### config.mk
export PLATFORM = sky130hd
export DESIGN_NAME = pix_clk_rst_ctrl
export DESIGN_NICKNAME = d
export VERILOG_FILES = /design/src/rtl/pix_clk_rst_ctrl.sv
export SDC_FILE = /design/constraint.sdc
export NUM_CORES = 1
export LEC_CHECK = 0
export CAP_MARGIN = 15
export CORE_MARGIN = 2
export CORE_UTILIZATION = 55
export CTS_BUF_LIST = sky130_fd_sc_hd__clkbuf_2 sky130_fd_sc_hd__clkbuf_4 sky130_fd_sc_hd__clkbuf_8
export CTS_CLUSTER_DIAMETER = 100
export DETAILED_ROUTE_END_ITERATION = 7
export GPL_TIMING_DRIVEN = 1
export PLACE_DENSITY_LB_ADDON = 0.08
export SLEW_MARGIN = 40
export SYNTH_ARGS = -nofsm -noshare
export SYNTH_HDL_FRONTEND = slang
export SYNTH_SLANG_ARGS = --single-unit
export TNS_END_PERCENT = 50
### constraint.sdc
create_clock -name clk -period 3.4 [get_ports clk]
set_input_delay 0.68 -clock clk [delete_from_list [all_inputs] [get_ports clk]]
set_output_delay 0.68 -clock clk [all_outputs]
set_load 0.1 [all_outputs]
### src/rtl/pix_clk_rst_ctrl.sv
// Pixel-clock reset sequencer and PLL lock monitor.
// Synchronises raw PLL lock, filters it, holds resets, then releases
// N_RESETS active-low channels in staggered order; tracks lock loss in RUN.
module pix_clk_rst_ctrl #(
    parameter int SYNC_STAGES = 2,
    parameter int LOCK_FILTER = 16,
    parameter int RESET_HOLD  = 8,
    parameter int N_RESETS    = 3,
    parameter int STAGGER     = 4,
    parameter int CNT_W       = 8
) (
    input  logic                clk,
    input  logic                rst,
    input  logic                pll_lock,
    input  logic                soft_rst_req,
    input  logic                clr_lost,
    output logic [N_RESETS-1:0] rst_n_out,
    output logic                ready,
    output logic                lock_lost,
    output logic [CNT_W-1:0]    loss_count,
    output logic [2:0]          state_dbg
);

    localparam int REL_LAST = (N_RESETS - 1) * STAGGER;
    localparam int MAX_AB   = (LOCK_FILTER > RESET_HOLD) ? LOCK_FILTER : RESET_HOLD;
    localparam int CNT_MAX  = (MAX_AB > REL_LAST + 1) ? MAX_AB : REL_LAST + 1;
    localparam int CW       = $clog2(CNT_MAX + 1);

    typedef enum logic [2:0] {
        IDLE    = 3'd0,
        FILTER  = 3'd1,
        HOLD    = 3'd2,
        RELEASE = 3'd3,
        RUN     = 3'd4,
        LOST    = 3'd5
    } state_t;

    state_t                  state, state_nx;
    logic [SYNC_STAGES-1:0]  sync_q;
    logic                    lock_s;
    logic [CW-1:0]           cnt, cnt_nx;
    logic [N_RESETS-1:0]     rst_n_nx;
    logic                    ready_nx;
    logic                    loss_ev;
    logic                    lock_lost_nx;
    logic [CNT_W-1:0]        loss_count_nx;

    assign lock_s    = sync_q[SYNC_STAGES-1];
    assign state_dbg = state;

    // Bring the asynchronous PLL lock into the pixel clock domain.
    always_ff @(posedge clk or negedge rst) begin
        if (!rst) begin
            sync_q <= '0;
        end else begin
            sync_q <= {sync_q[SYNC_STAGES-2:0], pll_lock};
        end
    end

    // State, shared phase counter and all registered outputs.
    always_ff @(posedge clk or negedge rst) begin
        if (!rst) begin
            state      <= IDLE;
            cnt        <= '0;
            rst_n_out  <= '0;
            ready      <= 1'b0;
            lock_lost  <= 1'b0;
            loss_count <= '0;
        end else begin
            state      <= state_nx;
            cnt        <= cnt_nx;
            rst_n_out  <= rst_n_nx;
            ready      <= ready_nx;
            lock_lost  <= lock_lost_nx;
            loss_count <= loss_count_nx;
        end
    end

    // Next-state, counter and output decode; lock loss outranks soft reset.
    always_comb begin
        state_nx = state;
        cnt_nx   = cnt;
        rst_n_nx = rst_n_out;
        ready_nx = 1'b0;
        loss_ev  = 1'b0;
        case (state)
            IDLE: begin
                cnt_nx   = '0;
                rst_n_nx = '0;
                if (lock_s) state_nx = FILTER;
            end
            FILTER: begin
                rst_n_nx = '0;
                if (!lock_s) begin
                    state_nx = IDLE;
                    cnt_nx   = '0;
                end else if (cnt == CW'(LOCK_FILTER - 1)) begin
                    state_nx = HOLD;
                    cnt_nx   = '0;
                end else begin
                    cnt_nx = cnt + CW'(1);
                end
            end
            HOLD: begin
                rst_n_nx = '0;
                if (!lock_s) begin
                    state_nx = IDLE;
                    cnt_nx   = '0;
                end else if (cnt == CW'(RESET_HOLD - 1)) begin
                    state_nx = RELEASE;
                    cnt_nx   = '0;
                end else begin
                    cnt_nx = cnt + CW'(1);
                end
            end
            RELEASE: begin
                if (!lock_s) begin
                    state_nx = IDLE;
                    rst_n_nx = '0;
                    cnt_nx   = '0;
                end else if (soft_rst_req) begin
                    state_nx = HOLD;
                    rst_n_nx = '0;
                    cnt_nx   = '0;
                end else begin
                    for (int unsigned i = 0; i < N_RESETS; i++) begin
                        if (cnt == CW'(i * STAGGER)) rst_n_nx[i] = 1'b1;
                    end
                    if (cnt == CW'(REL_LAST)) begin
                        state_nx = RUN;
                        cnt_nx   = '0;
                    end else begin
                        cnt_nx = cnt + CW'(1);
                    end
                end
            end
            RUN: begin
                if (!lock_s) begin
                    state_nx = LOST;
                    rst_n_nx = '0;
                    loss_ev  = 1'b1;
                end else if (soft_rst_req) begin
                    state_nx = HOLD;
                    rst_n_nx = '0;
                    cnt_nx   = '0;
                end else begin
                    rst_n_nx = '1;
                    ready_nx = 1'b1;
                end
            end
            LOST: begin
                state_nx = IDLE;
                rst_n_nx = '0;
                cnt_nx   = '0;
            end
            default: begin
                state_nx = IDLE;
                rst_n_nx = '0;
                cnt_nx   = '0;
            end
        endcase
    end

    // Sticky loss flag (set beats clear) and saturating loss counter.
    always_comb begin
        lock_lost_nx  = lock_lost;
        loss_count_nx = loss_count;
        if (loss_ev) begin
            lock_lost_nx = 1'b1;
            if (loss_count != '1) loss_count_nx = loss_count + CNT_W'(1);
        end else if (clr_lost) begin
            lock_lost_nx = 1'b0;
        end
    end

endmodule

==> results of run 1 <==
-- flip-flops by register name (all words and copies together) (netlist names) --
register,count
rst_n_out,3
cnt,5
state_dbg,3
lock_lost,1
loss_count,8
ready,1
sync_q,2
-- synth_stat cells (all sizes together) (2+ instances only) --
master	number	area (um2)
nand2	9	33.8
nor2	11	41.3
nor2b	4	25.0
dfrtp	23	576
clkbuf	2	7.51
nor4	2	27.5
or3	3	18.8
or4bb	2	22.5
nor4bb	2	20.0
inv	7	26.3
and2	3	18.8
o22ai	2	12.5
o32ai	2	17.5
buf	4	32.5
nand3	5	25.0
o31a	3	26.3
mux2	2	22.5
o21ai	4	20.0
ha	5	62.6
xor2	6	52.6
a21oi	2	10.0
-- worst paths after layout --
path | startpoint | endpoint | slack [ps]
min in group clk | sync_q[0] | sync_q[1] | 360
worst max register to register | cnt[0] | state_dbg[2] | 1250
worst min-delay path | rst | cnt[4] | 330
max in group asynchronous | rst | loss_count[2] | 2740
worst min register to register | sync_q[0] | sync_q[1] | 360
worst max-delay path | cnt[0] | state_dbg[2] | 1250
-- layer usage --
layer  share of wire, %  up-vias
met1                 46      438
met3                3.0        2
met5                  0        -
li1                   -      456
met2                 50       13
met4               0.71        0
-- power groups by stage --
stage	Sequential (mW)	Combinational [mW]	Clock, mW
finish	0.354	0.344	0.129
global placement	0.356	0.344	0
detailed placement	0.359	0.344	0
floorplan	0.494	0.142	0
global route	0.361	0.370	0.144
CTS	0.353	0.345	0.133
-- logic make-up after synthesis --
family                     Yosys count
AOI/OAI and AO/OA                   21
adders and majority gates            5
DFF                                 23
and+or+nand+nor                     47
muxes                                2
xor gates and xnor gates             7
buffers and inverters               13
-- area by class of cell --
cell class	instances	area, um2
timing repair buffer	21	155
inverter	7	26.3
clock buffer	4	30.0
sequential	23	576
tap	28	35.0
fill	189	754
multi-input combinational	82	572
-- worst max-delay path: cells and delay by family (launching register included) --
kind | cells | cell delay (ps)
flops | 1 | 430
compound gates | 1 | 300
fa+ha+maj | 1 | 180
simple gates | 3 | 880
buf+inv | 2 | 270
-- per-stage QoR --
| stage | instance area (um2) | hold slack, ps | total power [mW] | setup WS (ps) |
|---|---|---|---|---|
| CTS | 1390 | 333 | 0.831 | 1270 |
| floorplan | 1210 | 331 | 0.636 | 941 |
| finish | 1390 | 327 | 0.827 | 1250 |
| detailed placement | 1360 | 345 | 0.702 | 939 |
| global route | 1390 | 349 | 0.876 | 1100 |
| global placement | 1380 | 336 | 0.700 | 947 |
==> flow_summary.json, run 1 <==
{
  "status": "completed",
  "synth_area_um2": 1210,
  "rsz0062_at_grt": "false",
  "start_util_pct": 56.5,
  "synth_compound_area_share_pct": 12.5,
  "grt_start_max_net_pins": 24,
  "clk_path_buf_depth": 2,
  "ir_drop_mv": 0.552,
  "cts-htree-levels": 1,
  "finalSetupTns_ps": 0,
  "grt_overflow_total": 0,
  "max_freq_mhz": 466,
  "finalWirelength_um": 2250,
  "numPlacedInstances": 161,
  "max_cap_violations": 0,
  "crit_path_max_fanout": 5,
  "cts_root_buf": "clkbuf_4",
  "yosys.area_share.simple_pct": 22.6,
  "relSlewSlack_pct": 61.3,
  "clk_latency_ps": 300,
  "fp.dieArea_um2": 2600,
  "grt_pass1_vias": 882,
  "die_w_um": 51.0,
  "cts_sinks": 23,
  "netlist_instances": 118,
  "timing.final.max_slew_violations": 0,
  "ys_warn_count": 0,
  "drtIter0Drc": 5,
  "syn_avg_cell_area_um2": 10.3,
  "p_sw_mw": 0.365,
  "synth_edf_count": 0,
  "cts_setup_buffers": 0,
  "numCtsBuffers": 3,
  "async_flop_share_pct": 100,
  "final_cells": 165,
  "vias": 909,
  "wl_per_cell_um": 13.6,
  "p_int_mw": 0.462,
  "fin_util_pct": 64.9,
  "die_h_um": 51.0,
  "fin_worst_skew_ps": 4.20,
  "core-area_um2": 2150,
  "slowest_delay_ps": 440,
  "met2_usage_pct": 33.8,
  "final_layout_size_suffix_gt1_share_pct": 18.2,
  "io_buffers": 20,
  "worstPathArrival_ps": 2360,
  "dp_hpwl_um": 1690,
  "cts_hold_buf": 0,
  "critical-path-slowest-cell": "or3_1",
  "sw_frac_of_total_pct": 44.2,
  "cts_tree": "done",
  "path_class": "register to register",
  "rows": 17,
  "met1_usage_pct": 25.6,
  "synth_top_family_by_area": "simple AND/OR/NAND/NOR gates",
  "area_growth_pct": 14.8,
  "yosysSeqAreaShare_pct": 47.4,
  "yosys_register_bits": 23,
  "power_density_nw_per_um2": 594,
  "most-common-layout-cells": "dfrtp_1 (23), buf_4 (14), nor2_1 (11)",
  "hold_class": "input pin to asynchronous set/reset pin",
  "finalSetupViolCount": 0,
  "grt_pass1_wl_um": 3840,
  "drc_errors": 0,
  "ctsResizeCount": 0,
  "synthMuxAreaShare_pct": 1.86,
  "antenna_found_initial": 0,
  "power.sequential.fraction_pct": 42.8,
  "ys.flop_type": "dfrtp_1",
  "power_frac_comb_pct": 41.5,
  "start_kind": "register",
  "p_clk_share_pct": 15.6,
  "synth.distinct_cells": 38,
  "path_cells": "inv_1 -> ha_1 -> nor4bb_1 -> nor4_1 -> buf_4 -> or3_1 -> o32ai_1",
  "ff2ff_path_depth": 7,
  "drt_pass1_iterations": 4,
  "nNetsFinal": 148,
  "post-route-period-util_pct": 63.2,
  "end_kind": "register",
  "via_per_inst": 5.51,
  "top_usage_layer": "met2",
  "worst_pin_slew_ps": 566,
  "ant_nets": 0,
  "synth_fa_ha_area_share_pct": 5.15,
  "crit_required_ps": 3610,
  "grt_usage_pct": 19.9,
  "grtUsageMet3_pct": 1.75,
  "clk_pin_slew_ps": 120,
  "hold_violations": 0,
  "period_needed_ps": 2150,
  "gp_congestion": 0.910,
  "ios": 21,
  "layout_commonest_cell": "dfrtp_1",
  "synthXorXnorAreaFrac_pct": 5.05,
  "p_leak_nw": 0.720,
  "num_antenna_cells": 0,
  "synth_nets": 128
}
No activity file was read; power rests on OpenSTA's default activity.
==> run 2: changes to the inputs <==
Settings changed: CORE_UTILIZATION 55 to 49.
Clock period 3.4 ns to 1.8 ns, I/O delays scaled along.
==> run 2 against run 1 <==
Against the previous run:
- the flow now finishes with violations (negative setup slack)
- clock-buffer cell count is 1 lower
- die area is 11% higher
- sequential share of layout area decreased by 12 points
- sequential cell count did not move
- power grew to 2.5 times the previous value
- setup slack got worse by 1300 ps
- clock skew grew 2.4 ps
- combinational power rose to 3.3 times the previous value
- wire length grew 43%
- final cell count up 21%
- critical path type unchanged
- largest power group is now combinational logic
==> flow_summary.json, run 2 (synthesis results as in run 1) <==
{
  "status": "complete, but fails checks",
  "violations": "negative setup slack",
  "io_buffers": 20,
  "ios": 21,
  "crit_required_ps": 2020,
  "grt_overflow_total": 0,
  "drc_errors": 0,
  "nNetsFinal": 180,
  "via_per_inst": 5.49,
  "rows": 18,
  "gp_congestion": 0.866,
  "hold_slack_ps": 367,
  "timing.final.max_slew_violations": 0,
  "cp_top_family": "simple AND/OR/NAND/NOR gates",
  "numCtsBuffers": 3,
  "post-route-period-util_pct": 105,
  "final_layout_size_suffix_gt1_share_pct": 47.3,
  "fin_util_pct": 84.4,
  "fin_worst_skew_ps": 6.56,
  "drtIter0Drc": 16,
  "largest-register": "loss_count",
  "grt_start_max_net_pins": 24,
  "finalWirelength_um": 3210,
  "dp_hpwl_um": 2260,
  "worstPathArrival_ps": 2100,
  "cts-htree-levels": 1,
  "path_cells": "or4bb_4 -> a31oi_4 -> or3_4 -> mux2_4",
  "cts_sinks": 23,
  "clk_path_buf_depth": 2,
  "hold_violations": 0,
  "power_density_nw_per_um2": 1020,
  "grt_pass1_vias": 1151,
  "vias": 1092,
  "end_kind": "register",
  "relSlewSlack_pct": 75.0,
  "largest_register_ffs": 8,
  "p_leak_nw": 0.933,
  "num_antenna_cells": 0,
  "start_kind": "register",
  "core-area_um2": 2410,
  "die_h_um": 53.8,
  "most-common-layout-cells": "buf_4 (30), dfrtp_1 (18), buf_12 (17)",
  "drt_pass1_iterations": 4,
  "crit_path_max_fanout": 4,
  "cp.buffers_inverters": 0,
  "worst_slack_ps": -83.5,
  "die_w_um": 53.8,
  "hold_class": "input pin to asynchronous set/reset pin",
  "clk_pin_slew_ps": 140,
  "ir_drop_mv": 1.02,
  "fp.dieArea_um2": 2890,
  "numPlacedInstances": 189,
  "antenna_found_initial": 0,
  "worst_pin_slew_ps": 366,
  "final_cells": 199,
  "period_needed_ps": 1880,
  "fill_cells": 129,
  "grt_pass1_wl_um": 5090,
  "slowest_delay_ps": 570,
  "grt_usage_pct": 25.0,
  "regArea_um2": 587,
  "cts_root_buf": "clkbuf_4",
  "ant_nets": 0,
  "cts_tree": "done",
  "reg_top3": "loss_count (8), cnt (5)",
  "wl_per_cell_um": 16.1,
  "rsz0062_at_grt": "true",
  "path_class": "register to register",
  "area_growth_pct": 67.5,
  "clk_latency_ps": 320,
  "multiInputGateArea_um2": 727,
  "max_freq_mhz": 531,
  "finalSetupViolCount": 3,
  "layout_commonest_cell": "buf_4",
  "start_util_pct": 50.4,
  "max_cap_violations": 0,
  "critical-path-slowest-cell": "or4bb_4"
}
-- run 2: power by group --
group | leakage [nW] | switching [mW] | total (mW) | internal (mW)
clock | 0.0177 | 0.168 | 0.251 | 0.0833
combinational | 0.611 | 0.618 | 1.15 | 0.534
sequential | 0.304 | 0.0787 | 0.668 | 0.590
-- run 2: area by class of cell --
type	instances	share of cell area [%]
clock inverter	1	0.246
inverter	7	1.29
clock buffer	3	1.11
timing repair buffer	53	30.9
tap	30	1.85
multi-input combinational	82	35.8
sequential	23	28.9
-- run 2: path summary, 6_finish.rpt --
kind	start	end	slack, ps	cells past startpoint
hold reg to reg	sync_q[0]	sync_q[1]	370	0
max in group asynchronous	rst	state_dbg[2]	1180	2
setup reg to reg	state_dbg[0]	state_dbg[0]	-80	4
min in group clk	sync_q[0]	sync_q[1]	370	0
setup / recovery	state_dbg[0]	state_dbg[0]	-80	4
hold / removal	rst	cnt[0]	370	2
-- run 2: per-stage QoR --
step | power [mW] | cell area (um2) | TNS [ps] | setup WS, ps
after floorplan | 1.24 | 1290 | -2670 | -319
after CTS | 1.99 | 1960 | -59.4 | -35.5
final | 2.07 | 2030 | -107 | -83.5
after global routing | 2.18 | 2030 | -508 | -99.3
after global placement | 1.62 | 1850 | -538 | -127
after detailed placement | 1.65 | 1850 | -1070 | -247
-- run 2: worst reg2reg max path, delay by kind of cell, from the launching register on --
| family | cells | cell delay [ps] |
|---|---|---|
| mux | 1 | 300 |
| flops | 1 | 520 |
| compound gates | 1 | 200 |
| simple gates | 2 | 780 |
-- run 2: repair_timing --
item | CTS | global route
gates resized for setup | 12 | 11
setup endpoints to repair | 5 | 13
hold buffers | 0 | 0
pin swaps | 3 | 3
cloned | 0 | 0
buffers inserted | 3 | 3
-- run 2: routing by layer --
layer | vias up | share of wire [%] | track usage (%)
li1 | 519 | - | -
met1 | 529 | 39 | 29.4
met2 | 31 | 54 | 43.9
met3 | 13 | 3.9 | 5.00
met4 | 0 | 3.2 | 10.3
met5 | - | 0 | 0
==> run 3: changes to the inputs <==
Settings changed: CORE_UTILIZATION 49 to 25, CTS_CLUSTER_DIAMETER 100 to 50.
==> run 3 against run 2 <==
Against the previous run:
- power grew 5.8%
- critical path type unchanged
- wire length grew 2.3%
- die area grew 88%
- sequential share of layout area shrank 1.4 points
- via count grew 0.46%
- the run still ends with negative setup slack left
- non-clock buffer count grew 8
- sequential cell count is the same
- sequential power shrank 2%
- highest routed layer unchanged
==> flow_summary.json, run 3 (synthesis results as in run 1) <==
{
  "status": "complete, but fails checks",
  "violations": "negative setup slack",
  "numCtsBuffers": 3,
  "period_needed_ps": 1830,
  "grt_pass1_vias": 1172,
  "drt_pass1_iterations": 4,
  "drc_errors": 0,
  "fin_util_pct": 45.5,
  "antenna_found_initial": 0,
  "core-area_um2": 4690,
  "path_cells": "or4bb_4 -> a31oi_4 -> or3_4 -> mux2_4",
  "start_util_pct": 25.9,
  "clk_path_buf_depth": 2,
  "rsz0062_at_grt": "true",
  "grt_pass1_wl_um": 5560,
  "dp_hpwl_um": 2420,
  "hold_violations": 0,
  "worst_pin_slew_ps": 429,
  "largest-register": "loss_count",
  "max_freq_mhz": 548,
  "multiInputGateArea_um2": 712,
  "regArea_um2": 587,
  "grt_overflow_total": 0,
  "cp.buffers_inverters": 0,
  "cts_tree": "done",
  "clk_pin_slew_ps": 90,
  "finalSetupTns_ps": -25.3,
  "largest_register_ffs": 8,
  "die_h_um": 73.7,
  "end_kind": "register",
  "max_cap_violations": 0,
  "layout_commonest_cell": "buf_4",
  "critical-path-slowest-cell": "or4bb_4",
  "worst_slack_ps": -25.3,
  "cp_top_family": "simple AND/OR/NAND/NOR gates",
  "num_antenna_cells": 0,
  "cts_hold_buf": 0,
  "crit_path_max_fanout": 4,
  "slowest_delay_ps": 580,
  "ios": 21,
  "worstPathArrival_ps": 1980,
  "timing.final.max_slew_violations": 0,
  "p_leak_nw": 1.00,
  "final_layout_size_suffix_gt1_share_pct": 50.3,
  "ant_nets": 0,
  "crit_required_ps": 1950,
  "nNetsFinal": 188,
  "rows": 25,
  "ir_drop_mv": 0.655,
  "dp_slack_ps": -133,
  "gp_congestion": 0.812,
  "hold_class": "register to register",
  "path_class": "register to register",
  "cts_sinks": 23,
  "vias": 1097,
  "wl_per_cell_um": 14.2,
  "fp.dieArea_um2": 5430,
  "hold_slack_ps": 358,
  "finalWirelength_um": 3280,
  "drtIter0Drc": 44,
  "die_w_um": 73.7,
  "grt_start_max_net_pins": 24,
  "clk_latency_ps": 270,
  "via_per_inst": 4.75,
  "io_buffers": 20,
  "cts-htree-levels": 1,
  "post-route-period-util_pct": 101,
  "start_kind": "register",
  "relSlewSlack_pct": 70.7,
  "finalSetupViolCount": 1,
  "grt_usage_pct": 13.6,
  "fill_cells": 452,
  "area_growth_pct": 75.8,
  "reg_top3": "loss_count (8), cnt (5)",
  "fin_worst_skew_ps": 5.75,
  "cts_root_buf": "clkbuf_8",
  "most-common-layout-cells": "buf_4 (37), dfrtp_1 (18), buf_12 (17)",
  "power_density_nw_per_um2": 1030
}
-- run 3: repair_timing --
item	4_1_cts	5_1_grt
setup endpoints to repair	8	12
buffers inserted	6	2
pin swaps	5	2
resized for setup	13	9
-- run 3: metal layers --
layer  up-vias  part of all wire (%)  track usage, %  routed length [um]
li1        536                     -               -                   -
met5         -                     0               0                   0
met4         0                  0.79            3.64                  26
met3         2                   2.6            2.47                  85
met2        17                    55            24.8                1790
met1       542                    42            16.2                1380
-- run 3: layout make-up --
| cell class | count | share of cell area, % |
|---|---|---|
| multi-input combinational | 82 | 33.4 |
| timing repair buffer | 61 | 32.4 |
| sequential | 23 | 27.5 |
| tap | 54 | 3.17 |
| clock buffer | 4 | 2.29 |
| inverter | 7 | 1.23 |
-- run 3: where the power goes --
group	switching [mW]	total (mW)	internal, mW
registers	0.0636	0.653	0.590
logic	0.616	1.19	0.576
clock network	0.172	0.345	0.173
-- run 3: worst paths after layout --
path	from	cells after the start	slack (ps)	end
max	state_dbg[0]	4	-30	state_dbg[0]
min	sync_q[0]	0	360	sync_q[1]
max reg2reg	state_dbg[0]	4	-30	state_dbg[0]
min reg2reg	sync_q[0]	0	360	sync_q[1]
max in group asynchronous	rst	2	1090	state_dbg[2]
min in group asynchronous	rst	2	440	cnt[1]
-- run 3: worst register-to-register path, stage by stage, from the launching register on --
cell and delay, ps:
dfrtp_4 500, or4bb_4 580, a31oi_4 170, or3_4 180, mux2_4 290
-- run 3: metrics by stage --
step	cell area [um2]	power [mW]	cells
5_1_grt	2130	2.30	231
2_1_floorplan	1290	1.24	118
4_1_cts	2080	2.16	229
3_3_place_gp	1920	1.69	219
6_report	2130	2.19	231
3_5_place_dp	1920	1.69	219
==> RTL change (settings of run 3) <==
The parameter `RESET_HOLD` goes from 8 to 16.
--- a/src/rtl/pix_clk_rst_ctrl.sv
+++ b/src/rtl/pix_clk_rst_ctrl.sv
@@ -4,7 +4,7 @@
 module pix_clk_rst_ctrl #(
     parameter int SYNC_STAGES = 2,
     parameter int LOCK_FILTER = 16,
-    parameter int RESET_HOLD  = 8,
+    parameter int RESET_HOLD  = 16,
     parameter int N_RESETS    = 3,
     parameter int STAGGER     = 4,
     parameter int CNT_W       = 8
Behaviour: no difference found for any inputs over 10 cycles, from zero or initial values and one cycle with rst low; that may be too few to reach the edited logic, so the function may still have changed.
==> RTL change against run 3 <==
The flow still finishes with violations (negative setup slack); worst setup slack lost 15 ps; hold slack got worse by 4.1 ps; maximum frequency is 0.82% lower; sequential cell count unchanged; synthesized cell count down 7.6%; routed wire length is 13% lower; area after synthesis is 3.1% lower; first-iteration DRC count grew 11%; cell area decreased by 15%; critical path type unchanged; largest cell class unchanged.
Power is not compared: it rests on default switching activity, and its combinational part moved more than twofold at a synthesized area within 25%.
==> RTL change: results (changes against run 3) <==
Parameter                              Value

Outcome
  Status    finished, violations left
  Violated checks    negative setup slack

Layout
  Nets    155 (-18%)
  Number of fill cells in the layout    432 (-4.4%)
  Fraction of layout instances using a drive strength above 1    42.4% (-7.9 points)
  # diodes    0 (unchanged)
  Largest registers    loss_count x8, cnt x5
  Multi-input combinational cell area    618 µm² (-13%)

STA
  Clock Skew    6.01 ps (+0.258 ps)
  Crit path setup slack, layout    -40.3 ps (-15.0 ps)
  Worst hold slack    353 ps (-4.07 ps)
  Max-Slew Margin vs Limit    78.2% (+7.5 points)
  Setup Viol. Count Final    3 (+2)
  Post-route setup TNS    -62.5 ps (-37.3 ps)

Clocking
  Clock slew at the register clock pins of the worst setup and hold paths    90 ps (about the same)
  Root buffer cell    sky130_fd_sc_hd__clkbuf_8
  Worst-skew pair later-pin latency    270 ps (about the same)
  Number of buffers created by CTS    3 (unchanged)

Worst setup path
  Critical Path Start Type    flop
  R2R Path Start    cnt[1]$_DFFE_PN0P_
  Worst Path Arrival    2010 ps (+30 ps)
  Critical path fanouts, max    5 (+1)

GRT
  Global-route wire length before repair    4830 µm (-13%)
  Number of global-route vias before repair    994 (-15%)
  Overall routing resource usage    11.9% (-1.7 points)
  GR met3 Demand/Resource    3.18% (+0.71 points)
  Antenna violations before repair    0 (unchanged)
  GR met1 Demand/Resource    14.9% (-1.3 points)
  Met2 usage in global routing    19.7% (-5.1 points)

Pwr
  Static leakage    0.772 nW

Placement
  Worst setup slack after placement    -237 ps (-103 ps)
  HPWL after detailed placement    1960 µm (-19%)
  Final Wtd Congestion    0.786 (-3.2%)
  Number of buffer cells added on primary ports    20 (unchanged)
  Number of cells in the design after placement    190 (-13%)
  Total cell area at the placement stage    0.00172 mm² (-11%)

Detailed routing
  Metal1 wirelength    1330 µm (-3.8%)
  WL met3    94 µm (+11%)
  Highest layer used for signal routing    met4
  Routed Wire Length    2860 µm (-13%)
  Via density per instance    4.79 (+0.77%)
  First-pass iteration count of the detailed router    4 (unchanged)
  DRT iter0 DRCs    49 (+11%)
  Met2 WL post-DR    1400 µm (-22%)
  Number of vias after detailed routing    938 (-14%)

Synth
  Distinct cell type count after synthesis    35 (-7.9%)
  Number of instances in the synthesized netlist    109 (-7.6%)
  Cells taking the most area after synthesis    sky130_fd_sc_hd__dfrtp_1, sky130_fd_sc_hd__ha_1, sky130_fd_sc_hd__nor2_1
  Syn nets    119 (-7.0%)
  Warnings from Yosys    0 (unchanged)
  Seq/Total Area, Yosys    48.9% (+1.5 points)
  Leading post-synthesis cells by instance count    sky130_fd_sc_hd__dfrtp_1, sky130_fd_sc_hd__nor2_1, sky130_fd_sc_hd__nand2_1
  Async set-reset flop share out of synthesis    100% (unchanged)

Hold path
  Startpoint of the most critical hold path    sync_q[0]$_DFF_PN0_
## RTL change: final cells by class
class / instances / area share (%)
clock buffer: 4 / 2.68
inverter: 6 / 1.24
multi-input combinational: 77 / 34.0
sequential: 23 / 32.6
tap: 52 / 3.57
timing repair buffer: 34 / 25.9
## RTL change: worst max-delay path, stage by stage (launching register included)
cell	delay, ps
sky130_fd_sc_hd__dfrtp_1	420
sky130_fd_sc_hd__inv_1	70
sky130_fd_sc_hd__ha_2	190
sky130_fd_sc_hd__and4bb_4	200
sky130_fd_sc_hd__or3_4	330
sky130_fd_sc_hd__a21oi_4	210
sky130_fd_sc_hd__mux2_4	320
## RTL change: what timing repair did
action,in CTS,in global routing
setup buffers,1,1
setup endpoints to repair,5,8
pin swaps,4,2
gates resized for setup,6,4
## RTL change: power breakdown
group	internal, mW	switching [mW]
clock	0.174	0.182
sequential	0.528	0.0237
combinational	0.0691	0.0795
total	0.771	0.285
## RTL change: final timing paths
kind / slack, ps / cells after the start / end
max in group asynchronous: 1090 / 2 / loss_count[0]$_DFFE_PN0P_
worst min register to register: 350 / 0 / sync_q[1]$_DFF_PN0_
worst max-delay path: -40 / 6 / state_dbg[0]$_DFFE_PN0P_
worst min-delay path: 350 / 0 / sync_q[1]$_DFF_PN0_
worst max register to register: -40 / 6 / state_dbg[0]$_DFFE_PN0P_
min in group asynchronous: 440 / 2 / cnt[2]$_DFFE_PN0P_
## RTL change: cell families (layout without fill, tap and decap cells)
family	after synthesis	in the layout	share of synthesized area, %
compound gates	19	19	13.0
xor+xnor	8	8	5.96
fa+ha+maj	5	5	5.32
buf+inv	9	44	3.08
flops	23	23	48.9
mux	3	3	2.87
simple gates	42	42	20.9
